--- src/rtl/data_bus_arbiter.sv ---
`default_nettype none
// ============================================================================
// data_bus_arbiter: round-robin arbiter letting two masters share one
// in-order data slave; responses are steered back through an ID FIFO.
// Revision: 1.0
// ============================================================================
module data_bus_arbiter #(
    parameter int ADDR_W    = 32,
    parameter int DATA_W    = 32,
    parameter int MAX_OUTST = 2
) (
    input  logic                clk,
    input  logic                rst_n,

    input  logic                m0_req,
    output logic                m0_gnt,
    output logic                m0_rvalid,
    input  logic [ADDR_W-1:0]   m0_addr,
    input  logic                m0_we,
    input  logic [DATA_W/8-1:0] m0_be,
    input  logic [DATA_W-1:0]   m0_wdata,
    output logic [DATA_W-1:0]   m0_rdata,

    input  logic                m1_req,
    output logic                m1_gnt,
    output logic                m1_rvalid,
    input  logic [ADDR_W-1:0]   m1_addr,
    input  logic                m1_we,
    input  logic [DATA_W/8-1:0] m1_be,
    input  logic [DATA_W-1:0]   m1_wdata,
    output logic [DATA_W-1:0]   m1_rdata,

    output logic                s_req,
    input  logic                s_gnt,
    input  logic                s_rvalid,
    output logic [ADDR_W-1:0]   s_addr,
    output logic                s_we,
    output logic [DATA_W/8-1:0] s_be,
    output logic [DATA_W-1:0]   s_wdata,
    input  logic [DATA_W-1:0]   s_rdata,

    output logic                err
);

    localparam int               PTR_W    = (MAX_OUTST > 1) ? $clog2(MAX_OUTST) : 1;
    localparam int               CNT_W    = $clog2(MAX_OUTST + 1);
    localparam logic [PTR_W-1:0] PTR_LAST = PTR_W'(MAX_OUTST - 1);
    localparam logic [CNT_W-1:0] CNT_FULL = CNT_W'(MAX_OUTST);

    logic             last_win;
    logic             lock;
    logic             lock_id;
    logic             sel;
    logic             sel_req;
    logic             full;
    logic             hs;
    logic             pop;
    logic             head_id;
    logic [CNT_W-1:0] count;
    logic [PTR_W-1:0] wr_ptr;
    logic [PTR_W-1:0] rd_ptr;
    logic             id_fifo [MAX_OUTST];

    function automatic logic [PTR_W-1:0] ptr_inc(input logic [PTR_W-1:0] p);
        return (p == PTR_LAST) ? '0 : p + PTR_W'(1);
    endfunction

    // A stalled request pins the selection so the slave sees stable fields.
    always_comb begin
        if (lock) begin
            sel = lock_id;
        end else if (m0_req && m1_req) begin
            sel = ~last_win;
        end else begin
            sel = m1_req;
        end
    end

    assign sel_req = sel ? m1_req : m0_req;
    assign full    = (count == CNT_FULL);

    assign s_req   = sel_req & ~full;
    assign s_addr  = sel ? m1_addr  : m0_addr;
    assign s_we    = sel ? m1_we    : m0_we;
    assign s_be    = sel ? m1_be    : m0_be;
    assign s_wdata = sel ? m1_wdata : m0_wdata;

    assign hs      = s_req & s_gnt;
    assign m0_gnt  = hs & ~sel;
    assign m1_gnt  = hs & sel;

    assign pop       = s_rvalid & (count != '0);
    assign head_id   = id_fifo[rd_ptr];
    assign m0_rvalid = pop & ~head_id;
    assign m1_rvalid = pop & head_id;
    assign m0_rdata  = s_rdata;
    assign m1_rdata  = s_rdata;

    always_ff @(posedge clk or negedge rst_n) begin
        if (!rst_n) begin
            last_win <= 1'b1;
            lock     <= 1'b0;
            lock_id  <= 1'b0;
            count    <= '0;
            wr_ptr   <= '0;
            rd_ptr   <= '0;
            err      <= 1'b0;
        end else begin
            if (hs) begin
                last_win <= sel;
                lock     <= 1'b0;
                wr_ptr   <= ptr_inc(wr_ptr);
            end else if (s_req) begin
                lock     <= 1'b1;
                lock_id  <= sel;
            end

            if (pop) begin
                rd_ptr <= ptr_inc(rd_ptr);
            end

            // A response with nothing outstanding is a slave protocol violation.
            if (s_rvalid && (count == '0)) begin
                err <= 1'b1;
            end

            case ({hs, pop})
                2'b10:   count <= count + CNT_W'(1);
                2'b01:   count <= count - CNT_W'(1);
                default: count <= count;
            endcase
        end
    end

    // Storage needs no reset: entries are only read while count says they are valid.
    always_ff @(posedge clk) begin
        if (hs) begin
            id_fifo[wr_ptr] <= sel;
        end
    end

endmodule
`default_nettype wire

--- config.mk ---
export PLATFORM = sky130hd
export DESIGN_NAME = data_bus_arbiter
export DESIGN_NICKNAME = d
export VERILOG_FILES = /design/src/rtl/data_bus_arbiter.sv
export SDC_FILE = /design/constraint.sdc
export NUM_CORES = 1
export LEC_CHECK = 0
export ABC_AREA = 1
export BUFFER_PORTS_ARGS = -buffer_cell sky130_fd_sc_hd__buf_2
export CORE_AREA = 2 2 121 123
export CTS_CLUSTER_SIZE = 28
export DETAILED_ROUTE_END_ITERATION = 8
export DIE_AREA = 0 0 123 125
export PLACE_DENSITY_LB_ADDON = 0.25
export SETUP_SLACK_MARGIN = 0.3
export SKIP_CTS_REPAIR_TIMING = 1
export SLEW_MARGIN = 20
export SYNTH_ARGS = -nofsm -noshare
export SYNTH_HDL_FRONTEND = slang
export SYNTH_SLANG_ARGS = --single-unit
--- constraint.sdc ---
create_clock -name clk -period 1.8 [get_ports clk]
set_clock_uncertainty 0.1 [all_clocks]
set_input_delay 0.27 -clock clk [delete_from_list [all_inputs] [get_ports clk]]
set_output_delay 0.27 -clock clk [all_outputs]
set_load 0.005 [all_outputs]
==> impl_summary.md <==
Status
The run finished, with violations left. The checks that failed: setup timing.

Logic synthesis
The synthesized netlist devotes 1.20% of its cell area to compound gates. The number of nets produced by synthesis is 519. Sequential cells were found to cover 13.9% of the synthesized design area. The count of cell types in the netlist is 24.

The largest family of logic cells by synthesized area is simple AND/OR/NAND/NOR gates. The warning count from the yosys run is 0. The share of synthesized area spent on multiplexers is 0.534%. In the synthesized netlist the dominant register cell turns out to be dfrtp_1.

Counting flops with an async set or reset pin after synthesis yields a share of 80.0%. The post-synthesis xor/xnor area fraction is 1.40%. By area the synthesized netlist is led by nand2_1 (44%), buf_4 (28%), dfrtp_1 (9.3%). The post-synthesis share of cell area spent on and, or, nand and nor gates is 48.7%. The synthesized design spends more area on one cell type than any other, namely nand2_1.

The top cell type's share of synthesized area is 43.6%. Summing the areas of all fa, ha and maj instances in the mapped netlist gives 0.667% of the synthesized area. The area of the mapped netlist is 1880 sq um. By count the netlist is led by nand2_1 (218), buf_4 (71), inv_1 (9), dfrtp_1 (7), nor2_1 (6). The number of enable flip-flop cells after synthesis is 2.

Each instance of the synthesized netlist takes up on average 5.48 sq um. The cell count after synthesis is 342. The number of flip-flops and latches in the synthesized netlist is 10. The most frequent cell after synthesis is nand2_1.

Global route
The routing usage on met3 is 2.42%. Entering global routing, the biggest net connects 49 pins. The number of global-route vias before repair is 2316. After global routing, the most crowded layer is met2. The first global-routing pass estimated 11100 um of wire. The total track usage is 9.07%.

After global routing the overflow that remains totals 0. The initial antenna violation count came to 0. In the global route stage, met2 resource usage came out at 17.3%.

For this run, global-route usage on met1 was measured as 9.53%.

Clock tree
TritonCTS built the clock tree. The buffer cell driving the clock tree root is clkbuf_16. The clock passes through at most 2 buffers.

TritonCTS created 3 clock buffers. The clock net sink count is 10. CTS built an H-tree with a depth of 1. The clock input transition at the sequential cells of the worst setup and hold paths is 0.04 ns. Clock latency on the worst-skew pair, taken at its later pin, is 0.23 ns.

Critical path
Measured in cells, the most critical reg-to-reg path has a length of 8. The setup check on the worst reg-to-reg path leaves a slack of 0.18 ns. The worst setup path is captured at an output pin. The startpoint identified for the worst register-to-register timing path is lock$_DFFE_PN0P_. The data arrival at the endpoint of the critical path is 1.55 ns.

The startpoint type of the worst setup path is a flip-flop. In this run the worst path has a maximum fanout of 5. STA puts the critical path data required time at 1.43 ns. The category of the most critical setup path is reg2out. The reg-to-reg endpoint is count[1]$_DFFE_PN0P_.

Floorplan
The standard cell core area is 14200 sq um. In this run the count of I/O pins placed on the die edge is 315. The number of standard-cell rows in the floorplan is 44. The die covers 15400 sq um.

The die is 125 um tall. The die width is 123 um. The initial core utilization is 13.2%.

STA
The number of hold violations in the final report is 0. The part of the cycle the worst path needs is 107%. The pin slew with the least headroom to its limit is 0.219 ns. After layout, the worst setup slack is -0.119 ns. Setup repair after global routing could not meet its margin everywhere. The worst-case headroom to the max-slew limit is 85.0%. Setup violations remaining at the end of the flow were counted as 71. Derived from the worst setup path, the maximum achievable clock frequency is 0.521 GHz. The final total negative setup slack is -6.64 ns. The max-slew violation count is 0.

The worst path in the final design needs a cycle of 1.92 ns, including I/O delays and setup.

Placement
Port buffering added 218 buffers. Before CTS, the worst setup slack after placement is -0.121 ns. The congestion estimate from routability-driven global placement came to 0.778. The detailed placement HPWL is 6630 um.

Hold path
The destination of the worst hold path is err$_DFFE_PN0P_. The type of the worst min-delay path is in2reg. The worst hold path was traced through 2 stages.

The startpoint identified for the worst hold timing path is s_rvalid.

Final layout
The antenna diode count is 0. Cells fill 23.5% of the core in the end. The share of final-layout standard cells stronger than drive strength 1 is 59.2%. The area growth from synthesis to layout is 77.7%.

At the end of the flow, the number of nets in the layout was 688.

Drt
The count of vias placed by the detailed router is 2615. Once detail routing completed, the nets flagged for antenna violations numbered 0. The first routing iteration left 75 violations. The number of detailed-routing iterations run before antenna repair is 5. The wire length per cell after detailed routing is 13.3 um.

The routed design has 9250 um of wire. For this run, design rule violations remaining after detail routing come to 0. The number of vias per cell after detailed routing is 3.77.

Power and ir drop
The internal cell power is 2.46 mW. Power comes to 4.57 mW. The relative contribution of the clock network to total power is 8.5%. The maximum VDD drop is 368 uV. Summed over all cells, the static leakage comes to 2.04 nW. The switching fraction of total power is 46.2%. The net switching power figure is 2.11 mW. For this design the ratio of total power to cell area is 1370 nW/um^2. The sequential share of power is 9.2%. The part of the power in combinational logic is 82.3%.

Flow run
The number of maximum-capacitance violations is 0.
through the flow:
stage	cell area (sq um)	hold slack [ns]	cells
floorplan	1920	-0.126	342
global placement	2740	0.0329	673
detailed placement	2740	0.0317	673
CTS	2820	-0.216	677
global route	3330	0.175	694
finish	3330	0.175	694
per-layer routing:
metal / part of all wire, % / vias to the layer above
li1: - / 1294
met2: 52 / 150
met4: 1.9 / 0
met5: 0 / -
met1: 37 / 1148
met3: 9.1 / 23
critical path: stages (launching register included):
cell and delay [ns]:
dfstp_2 0.53, nand2_2 0.07, nand3_4 0.10, nand2_8 0.12, inv_8 0.11, clkbuf_16 0.15
nand2_1 0.08, nand2_1 0.06, buf_2 0.10
worst max path at each step:
stage	start	endpoint	slack, ns	cells after the start
3_5_place_dp	lock$_DFFE_PN0P_	s_wdata[30]	-0.12	7
5_1_grt	lock$_DFFE_PN0P_	s_addr[30]	-0.19	8
4_1_cts	lock$_DFFE_PN0P_	s_wdata[30]	-0.39	7
6_report	last_win$_DFFE_PN1P_	s_addr[7]	-0.12	8
3_3_place_gp	lock$_DFFE_PN0P_	s_wdata[30]	-0.06	7
2_1_floorplan	lock$_DFFE_PN0P_	count[1]$_DFFE_PN0P_	0.23	8
flip-flops by register name, indices dropped and copies added (netlist names):
signal,flops
last_win,1
count,2
id_fifo,2
rd_ptr,1
lock,1
lock_id,1
wr_ptr,1
err,1
final cells by class:
type	instances	area, sq um
fill	1608	10900
timing repair buffer	242	1500
multi-input combinational	243	1200
sequential	10	263
tap	184	230
clock buffer	3	75.1
inverter	10	50.0
timing repair inverter	1	11.3
clock inverter	1	3.75
logic make-up (layout without fill, tap and decap cells):
logic type | count (synthesis) | in the layout
and+or+nand+nor | 234 | 234
buffers and inverters | 89 | 257
DFF | 10 | 10
AOI/OAI and AO/OA | 4 | 4
xor gates and xnor gates | 3 | 3
adders and majority gates | 1 | 1
muxes | 1 | 1
placed cells by master, fill, tap and decap left out, drive strengths merged:
cell type and count:
xnor2 2, a21o 1, xor2 1, nand4 3
dfstp 1, mux2i 1, clkinv 2, and2 1
nor2 7, inv 10, edfxtp 2, dlygate4sd3 1
ha 1, buf 235, a21oi 1, o21ai 2
nand2 219, dfrtp 7, clkbuf 9, nand3 4
power by group through the flow:
stage                     sequential, mW  combinational [mW]  clock [mW]
after global routing               0.432                4.17       0.414
final                              0.419                3.76       0.391
after CTS                          0.410                2.68       0.400
after floorplan                    0.397                1.66           0
after detailed placement           0.412                2.66           0
after global placement             0.411                2.63           0
Note: power is estimated with default switching activity, not from simulation.
